## config.mk

```make
export PLATFORM = sky130hd
export DESIGN_NAME = gb_timer_ctrl_flat
export DESIGN_NICKNAME = d
export VERILOG_FILES = /design/src/rtl/gb_timer_ctrl_if.sv /design/src/rtl/gb_timer_ctrl.sv /design/src/flat_wrapper.sv
export SDC_FILE = /design/constraint.sdc
export NUM_CORES = 1
export LEC_CHECK = 0
export ABC_AREA = 1
export ABC_CLOCK_PERIOD_IN_PS = 2800
export BUFFER_PORTS_ARGS = -buffer_cell sky130_fd_sc_hd__buf_4
export CORE_MARGIN = 3
export CORE_UTILIZATION = 65
export DETAILED_ROUTE_END_ITERATION = 7
export PLACE_DENSITY = 0.87
export SYNTH_ARGS = -nofsm -noshare
export SYNTH_HDL_FRONTEND = slang
export SYNTH_SLANG_ARGS = --single-unit
```

## constraint.sdc

```tcl
create_clock -name clk_in -period 2.8 [get_ports clk_in]
set_input_delay 0.28 -clock clk_in [delete_from_list [all_inputs] [get_ports clk_in]]
set_output_delay 0.28 -clock clk_in [all_outputs]
set_load 0.02 [all_outputs]
```

## src/rtl/gb_timer_ctrl_if.sv

```systemverilog
// ----------------------------------------------------------------------------
// gb_timer_ctrl_if
// Register-bus and interrupt bundle of the DMG timer controller.
//   tick_en  : one-clk_in-cycle pulse per T-cycle (requester -> timer)
//   addr     : register select 0=DIV 1=TIMA 2=TMA 3=TAC (requester -> timer)
//   wr_en    : write strobe, honoured only with tick_en (requester -> timer)
//   wr_data  : write data (requester -> timer)
//   rd_data  : combinational read of the selected register (timer -> requester)
//   irq      : single-cycle timer interrupt request (timer -> requester)
// master = CPU/bus side, slave = timer side.
// ----------------------------------------------------------------------------
interface gb_timer_ctrl_if;
   logic       tick_en;
   logic [1:0] addr;
   logic       wr_en;
   logic [7:0] wr_data;
   logic [7:0] rd_data;
   logic       irq;

   modport master (
      output tick_en, addr, wr_en, wr_data,
      input  rd_data, irq
   );

   modport slave (
      input  tick_en, addr, wr_en, wr_data,
      output rd_data, irq
   );
endinterface

```

## src/rtl/gb_timer_ctrl.sv

```systemverilog
// ----------------------------------------------------------------------------
// gb_timer_ctrl
// DMG-compatible timer: DIV/TIMA/TMA/TAC at 0xFF04-0xFF07. A free-running
// system counter advances once per T-cycle; TIMA increments on falling edges
// of the TAC-selected counter tap (gated by TAC enable). A TIMA overflow reads
// 00 for a short delay, then reloads from TMA and pulses irq.
// Ports:
//   clk_in   : system clock
//   reset_n  : asynchronous active-low reset
//   bus      : gb_timer_ctrl_if.slave (tick_en, addr, wr_en, wr_data,
//              rd_data, irq)
// Parameter:
//   CNT_W    : system counter width, at least 10 (tap bit 9 must exist)
// ----------------------------------------------------------------------------
module gb_timer_ctrl #(
   parameter int CNT_W = 16
) (
   input  logic           clk_in,
   input  logic           reset_n,
   gb_timer_ctrl_if.slave bus
);

   typedef enum logic [1:0] {
      ST_NORMAL = 2'd0,  // TIMA counts, writes land directly
      ST_DELAY  = 2'd1,  // overflowed, TIMA reads 00, reload pending
      ST_RELOAD = 2'd2   // just reloaded, TIMA writes ignored, TMA writes mirror
   } state_e;

   state_e           state_q, state_d;
   logic [CNT_W-1:0] cnt_q, cnt_d;
   logic [7:0]       tima_q, tima_d;
   logic [7:0]       tma_q, tma_d;
   logic [2:0]       tac_q, tac_d;
   logic [1:0]       ctr_q, ctr_d;   // shared DELAY/RELOAD tick counter
   logic             sig_q, sig_d;   // last gated tap value
   logic             irq_q, irq_d;

   logic wr_div, wr_tima, wr_tma, wr_tac;
   logic tap_bit, sig_new, inc;

   assign wr_div  = bus.wr_en & (bus.addr == 2'd0);
   assign wr_tima = bus.wr_en & (bus.addr == 2'd1);
   assign wr_tma  = bus.wr_en & (bus.addr == 2'd2);
   assign wr_tac  = bus.wr_en & (bus.addr == 2'd3);

   // State register
   always_ff @(posedge clk_in or negedge reset_n) begin
      if (!reset_n) begin
         // NOTE: sequential state uses non-blocking assignments only, so every
         // register samples the pre-edge values of all the others.
         state_q <= ST_NORMAL;
         cnt_q   <= '0;
         tima_q  <= 8'h00;
         tma_q   <= 8'h00;
         tac_q   <= 3'd0;
         ctr_q   <= 2'd0;
         sig_q   <= 1'b0;
         irq_q   <= 1'b0;
      end else begin
         state_q <= state_d;
         cnt_q   <= cnt_d;
         tima_q  <= tima_d;
         tma_q   <= tma_d;
         tac_q   <= tac_d;
         ctr_q   <= ctr_d;
         sig_q   <= sig_d;
         irq_q   <= irq_d;
      end
   end

   // Next-state logic
   always_comb begin
      // NOTE: every variable gets a default first, so no path can infer a latch.
      state_d = state_q;
      cnt_d   = cnt_q;
      tima_d  = tima_q;
      tma_d   = tma_q;
      tac_d   = tac_q;
      ctr_d   = ctr_q;
      sig_d   = sig_q;
      irq_d   = 1'b0;
      tap_bit = 1'b0;
      sig_new = 1'b0;
      inc     = 1'b0;

      if (bus.tick_en) begin
         cnt_d = wr_div ? '0 : cnt_q + CNT_W'(1);
         if (wr_tac) tac_d = bus.wr_data[2:0];
         if (wr_tma) tma_d = bus.wr_data;

         // The tap is taken from the post-write counter and TAC, so clearing
         // DIV or retuning TAC while the tap is high yields a falling edge
         // (the DMG glitch increments) in the same tick.
         case (tac_d[1:0])
            2'd0:    tap_bit = cnt_d[9];
            2'd1:    tap_bit = cnt_d[3];
            2'd2:    tap_bit = cnt_d[5];
            default: tap_bit = cnt_d[7];
         endcase
         sig_new = tac_d[2] & tap_bit;
         sig_d   = sig_new;
         inc     = sig_q & ~sig_new;

         case (state_q)
            ST_NORMAL: begin
               if (wr_tima) begin
                  tima_d = bus.wr_data;
               end else if (inc) begin
                  if (tima_q == 8'hFF) begin
                     tima_d  = 8'h00;
                     state_d = ST_DELAY;
                     ctr_d   = 2'd3;
                  end else begin
                     tima_d = tima_q + 8'd1;
                  end
               end
            end

            ST_DELAY: begin
               if (ctr_q == 2'd0) begin
                  // Reload tick: a same-tick TMA write is already in tma_d.
                  tima_d  = tma_d;
                  irq_d   = 1'b1;
                  state_d = ST_RELOAD;
                  ctr_d   = 2'd3;
               end else if (wr_tima) begin
                  tima_d  = bus.wr_data;
                  state_d = ST_NORMAL;
               end else begin
                  ctr_d = ctr_q - 2'd1;
                  if (inc) tima_d = tima_q + 8'd1;
               end
            end

            ST_RELOAD: begin
               ctr_d = ctr_q - 2'd1;
               if (ctr_q == 2'd1) state_d = ST_NORMAL;
               if (wr_tma) begin
                  tima_d = bus.wr_data;
               end else if (inc) begin
                  if (tima_q == 8'hFF) begin
                     tima_d  = 8'h00;
                     state_d = ST_DELAY;
                     ctr_d   = 2'd3;
                  end else begin
                     tima_d = tima_q + 8'd1;
                  end
               end
            end

            default: state_d = ST_NORMAL;
         endcase
      end
   end

   // Outputs
   always_comb begin
      case (bus.addr)
         2'd0:    bus.rd_data = 8'(cnt_q >> 8);
         2'd1:    bus.rd_data = tima_q;
         2'd2:    bus.rd_data = tma_q;
         default: bus.rd_data = {5'b11111, tac_q};
      endcase
   end

   assign bus.irq = irq_q;

endmodule

```

## src/flat_wrapper.sv

```systemverilog
// flat-port wrapper written by rule: the top's interface ports become plain ports
module gb_timer_ctrl_flat 
#(
   parameter int CNT_W = 16
)
  (clk_in, reset_n, bus_tick_en, bus_addr, bus_wr_en, bus_wr_data, bus_rd_data, bus_irq);
  gb_timer_ctrl_if bus_i ();
  input  logic clk_in;
  input  logic reset_n;
  input wire logic [$bits(bus_i.tick_en)-1:0] bus_tick_en;
  input wire logic [$bits(bus_i.addr)-1:0] bus_addr;
  input wire logic [$bits(bus_i.wr_en)-1:0] bus_wr_en;
  input wire logic [$bits(bus_i.wr_data)-1:0] bus_wr_data;
  output wire logic [$bits(bus_i.rd_data)-1:0] bus_rd_data;
  output wire logic [$bits(bus_i.irq)-1:0] bus_irq;
  assign bus_i.tick_en = bus_tick_en;
  assign bus_i.addr = bus_addr;
  assign bus_i.wr_en = bus_wr_en;
  assign bus_i.wr_data = bus_wr_data;
  assign bus_rd_data = bus_i.rd_data;
  assign bus_irq = bus_i.irq;
  gb_timer_ctrl #(.CNT_W(CNT_W)) u_core (.clk_in(clk_in), .reset_n(reset_n), .bus(bus_i));
endmodule
```

## Word level (Yosys, flattened, before mapping)

Cells that the tools add are included.

- Register bits after elaboration: 41
- Output and inout bits: 9
- Word-level logic and storage cells: 78

- Add/subtract/negate cells: 3
- Equality and inequality tests: 15
- Multiplexer cells: 37
- Bitwise gates (word level): 7
- Reductions and logical operators: 8

Operators by type and width:

| kind | number |
|---|---|
| $mux 8 | 8 |
| $pmux 8 s3 | 2 |
| $mux 2 | 17 |
| $add 16x1->16 const B | 1 |
| $mux 16 | 1 |
| $pmux 2 s3 | 2 |
| $add 8x1->8 const B | 1 |
| $eq 2x1->1 const B | 4 |
| $eq 2x2->1 const B | 4 |
| $eq 8x8->1 const B | 1 |
| $logic_not 2->1 | 4 |
| $and 1x1->1 | 6 |
| $mux 3 | 2 |
| $reduce_and 6->1 | 1 |
| $reduce_and 5->1 | 1 |
| $mux 1 | 4 |
| $ne 2x1->1 const B | 2 |
| $ne 4x1->1 const B | 1 |
| $ne 3x1->1 const B | 1 |
| $ne 3x3->1 const B | 1 |
| $pmux 1 s3 | 1 |
| $reduce_and 3->1 | 1 |
| $reduce_bool 3->1 | 1 |
| $ne 2x2->1 const B | 1 |
| 2 further kinds | 2 |

## Logic depth before layout (Yosys ltp)

- Depth after elaboration: 14
- Mapped depth: 18

## Worst setup path before layout

OpenSTA, ideal clock, no wires.

- Path kind: register to register
- Start point: register u_core.cnt_q[0]
- End point: register u_core.state_q[1]
- Arrival: 1.747 ns
- Required time: 2.724 ns
- Slack: 0.977 ns
- Cell stages (with the launch flop): 16
- Clock period less this slack: 1.823 ns
- Cell sequence: dfrtp_1 nand3_2 nor2_1 nand3_1 nand3_1 nand2_1 nand2_1 nand2_1 nand2_4 nand2_2 buf_6 o21ai_2 nand3_2 nor2_2 nand2_1 o21ai_1

- Word-level cells in the longest chain between the ends: 10
- Elaborated cells on any way between the ends: 12
- Classes of those cells: add/sub (1); eq/ne (1); mux (6); bitwise (3); reduce/logical (1)

RTL lines:

| item | line | source |
|---|---|---|
| start: declaration | gb_timer_ctrl.sv:30 | `logic [CNT_W-1:0] cnt_q, cnt_d;` |
| start signal: assignment | gb_timer_ctrl.sv:61 | `cnt_q <= cnt_d;` |
| $add 16x1->16 * | gb_timer_ctrl.sv:87 | `cnt_d = wr_div ? '0 : cnt_q + CNT_W'(1);` |
| $mux 16 * | gb_timer_ctrl.sv:87 |  |
| $pmux 1 s3 * | gb_timer_ctrl.sv:94 | `case (tac_d[1:0])` |
| $mux 1 * | gb_timer_ctrl.sv:86 | `if (bus.tick_en) begin` |
| $and 1x1->1 * | gb_timer_ctrl.sv:100 | `sig_new = tac_d[2] & tap_bit;` |
| $not 1->1 * | gb_timer_ctrl.sv:102 | `inc = sig_q & ~sig_new;` |
| $and 1x1->1 * | gb_timer_ctrl.sv:102 |  |
| $mux 2 | gb_timer_ctrl.sv:140 | `end else if (inc) begin` |
| $mux 2 | gb_timer_ctrl.sv:138 | `if (wr_tma) begin` |
| $pmux 2 s3 | gb_timer_ctrl.sv:104 | `case (state_q)` |
| end signal: assignment | gb_timer_ctrl.sv:60 | `state_q <= state_d;` |
| end: declaration | gb_timer_ctrl.sv:29 | `state_e state_q, state_d;` |

Every way passes the cells marked *; elsewhere a longest branch is shown, timed or not. The select of a mux whose other input is x is not followed.
A chain may end at the register's enable or synchronous reset.

## Worst setup path after layout

- Start point: register u_core.cnt_q[2]
- End point: register u_core.tima_q[3]

- Word-level cells in the longest chain between the ends: 10
- Elaborated cells on any way between the ends: 13
- Classes of those cells: add/sub (1); eq/ne (1); mux (7); bitwise (3); reduce/logical (1)

RTL lines:

| item | line | source |
|---|---|---|
| $add 16x1->16 * | gb_timer_ctrl.sv:87 |  |
| $mux 16 * | gb_timer_ctrl.sv:87 |  |
| $pmux 1 s3 * | gb_timer_ctrl.sv:94 |  |
| $mux 1 * | gb_timer_ctrl.sv:86 |  |
| $and 1x1->1 * | gb_timer_ctrl.sv:100 |  |
| $not 1->1 * | gb_timer_ctrl.sv:102 |  |
| $and 1x1->1 * | gb_timer_ctrl.sv:102 |  |
| $mux 8 | n/a |  |
| $mux 8, on equally long branches | n/a |  |
| $pmux 8 s3 | n/a |  |
| end signal: assignment | gb_timer_ctrl.sv:62 | `tima_q <= tima_d;` |
| end: declaration | gb_timer_ctrl.sv:31 | `logic [7:0] tima_q, tima_d;` |

Marked as above.

==> impl_metrics.py <==
metrics = {
    "timing": {
        "slew_headroom_pct": 57.3,
        "fmax_mhz": 430,
        "period_minus_slack_ps": 2320,
        "slew_viol_final": 0,
        "rsz0062_at_grt": "false",
        "fin_worst_skew_ps": 6.86,
        "finalCritPeriodShare_pct": 83.0,
        "setup_viol": 0,
        "hold_violations": 0,
        "hold_ws_ps": 363,
        "tightest_slew_ps": 640,
        "fin_ws_ps": 476,
        "fin_tns_setup_ps": 0,
    },
    "clock_tree": {
        "cts_tree": "done",
        "clockBufferDepth": 2,
        "clock_sinks": 41,
        "cts-resized-gates": 0,
        "cts_made_buffers": 5,
        "cts-root-buf": "clkbuf_8",
        "clk_pin_slew_worst_paths_ps": 80,
        "h-tree-depth": 2,
        "clock_latency_ps": 290,
    },
    "cells_and_area": {
        "num_antenna_cells": 0,
        "filler_cell_count": 373,
        "multi_input_area_um2": 1710,
        "final_nets": 512,
        "register_area_um2": 1030,
        "fin_area_um2": 3390,
        "drive_above_1_share_pct": 11.0,
        "area_growth_pct": 10.6,
        "fin_util_pct": 76.4,
    },
    "floorplanning": {
        "die_height_um": 74.7,
        "die_w_um": 74.7,
        "core_area_um2": 4440,
        "die_area_um2": 5580,
        "start_util_pct": 69.1,
        "std_cell_rows": 24,
        "ios": 23,
    },
    "routing": {
        "drtAntennaViolNets": 0,
        "wl_per_cell_um": 15.3,
        "vias": 3188,
        "first_pass_iters": 6,
        "vias_per_cell": 5.87,
        "initialDrtViolationCount": 298,
        "drcViolationCount": 0,
        "drt_wl_total_mm": 8.29,
    },
    "placed_design": {
        "gp_congestion": 0.948,
        "dp_hpwl_mm": 6.19,
        "post_dp_cell_area_um2": 3260,
        "pre_cts_slack_ps": 527,
        "portBuffers": 22,
    },
    "synthesis": {
        "yosysUniqueCellTypes": 36,
        "yosysSeqAreaShare_pct": 33.4,
        "async_flop_share_pct": 100,
        "yosysWarnings": 0,
        "syn_area_um2": 3070,
        "synthTopCellsByArea": "dfrtp_1 (33%), nand2_1 (16%), o21ai_0 (8.3%)",
        "synth_edf_count": 0,
        "syn_avg_cell_area_um2": 6.56,
        "yosysMostFrequentCell": "nand2_1",
        "synthTopCellsByCount": "nand2_1 (133), inv_1 (67), o21ai_0 (51), nand3_1 (43), dfrtp_1 (41)",
        "syn-instance-count": 468,
        "synth_top_area_share_pct": 33.4,
        "synth_nets": 490,
        "synth_top_area_cell": "dfrtp_1",
        "synth_seq_cells": 41,
        "synth_ff_type": "dfrtp_1",
    },
    "critical_path": {
        "slowest_delay_ps": 430,
        "path_depth": 14,
        "crit_start": "u_core.cnt_q[2]",
        "regToRegSetupSlack_ps": 480,
        "worst-path-max-fanout": 14,
        "critical_path_class": "reg -> reg",
        "critPathMostFrequentCell": "nand2_1",
        "start_kind": "flop",
        "rr_startpoint": "u_core.cnt_q[2]",
        "reg2reg_to": "u_core.tima_q[3]",
        "cpLargestDelayFamily": "simple AND/OR/NAND/NOR gates",
        "cp-end-kind": "flop",
        "cp.buffers_inverters": 1,
        "rr_worst_depth": 14,
        "arrival_ps": 2560,
        "cp-endpoint": "u_core.tima_q[3]",
        "slowest_stage": "dfrtp_1",
        "crit_path_cell_trace": "nand3_2, nor2_1, nand3_1, nand3_1, nand2_1, nand2_1, nand2_1, nand2_4, nand2_2, a21oi_2, inv_2, a21oi_1, nand2_1, nand2_1",
        "required_ps": 3040,
    },
    "pwr": {
        "power_density_nw_per_um2": 820,
        "power_leakage_uw": 0.00171,
        "ir_worst_vdd_uv": 452,
    },
    "global_route": {
        "grt-ovfl-total": 0,
        "grt_max_degree": 42,
        "antenna_found_initial": 0,
        "track_usage_pct": 31.8,
        "grt_pass1_wl_mm": 13.6,
        "grt_pass1_vias": 2958,
    },
    "hold_path": {
        "hold_class": "in -> reg",
    },
    "status": {
        "status": "complete, no violations",
    },
    "job": {
        "drv_cap": 0,
    },
}
-- metal layers --
metal	global-route usage (%)	share of wire, %
met1	40.8	43
met2	53.5	47
met3	4.67	7.3
met4	13.2	2.8
met5	0	0
-- state kept, by name, indices dropped and copies added (netlist names) --
signal and count:
u_core.state_q 2, u_core.tac_q 3, u_core.cnt_q 16, u_core.sig_q 1, u_core.tima_q 8, u_core.bus.irq 1
u_core.tma_q 8, u_core.ctr_q 2
-- final cells by class --
cell class              instances  area share [%]
clock buffers                   6            2.43
clock inverters                 2            1.11
inverters                      74            8.18
multi-input cells             342            50.3
flip-flops and latches         41            30.2
well taps                      52            1.92
repair buffers                 26            5.82
-- cells by family (layout without fill, tap and decap cells) --
| family | count (synthesis) | in the layout | synth area share, % |
|---|---|---|---|
| fa+ha+maj | 8 | 8 | 3.26 |
| xor+xnor | 4 | 4 | 1.14 |
| compound gates | 104 | 104 | 19.0 |
| simple gates | 226 | 226 | 32.2 |
| buf+inv | 85 | 108 | 10.9 |
| flops | 41 | 41 | 33.4 |
-- cells in the final DEF, fill, tap and decap left out, types with 3 or more instances in the layout --
cell	n
a211oi_1	9
a21oi_1	23
buf_4	25
clkbuf_8	6
dfrtp_1	41
ha_1	8
inv_1	67
inv_2	5
nand2_1	133
nand3_1	43
nand3_2	3
nor2_1	25
nor2_2	4
nor3_1	8
o21ai_0	51
o21ai_1	5
o221ai_1	3
o22ai_1	6
xor2_1	3
-- power by group --
| group | switching (uW) | leakage [uW] | internal [uW] | total [uW] |
|---|---|---|---|---|
| Combinational | 917 | 0.00112 | 500 | 1420 |
| Clock | 214 | 0.0000574 | 290 | 504 |
| Sequential | 131 | 0.000535 | 731 | 862 |
-- worst min path at each step --
stage,slack [ps],cells after the start,endpoint,start
6_report,360,2,u_core.tma_q[2],bus_tick_en
3_3_place_gp,290,1,u_core.cnt_q[10],reset_n
3_5_place_dp,300,1,u_core.cnt_q[6],reset_n
5_1_grt,380,2,u_core.tma_q[7],bus_tick_en
4_1_cts,360,2,u_core.tma_q[7],bus_tick_en
2_1_floorplan,-20,0,u_core.bus.irq,reset_n
-- stage by stage --
| step | power, uW | instances |
|---|---|---|
| final | 2780 | 543 |
| after global routing | 3010 | 543 |
| after CTS | 2750 | 543 |
| after detailed placement | 2240 | 534 |
| after global placement | 2210 | 534 |
| after floorplan | 1880 | 468 |
-- timing repair --
item,CTS,global route
hold endpoints to repair,41,0
buffers inserted,0,0
hold buffers,1,0
(Power assumes the default switching activity.)
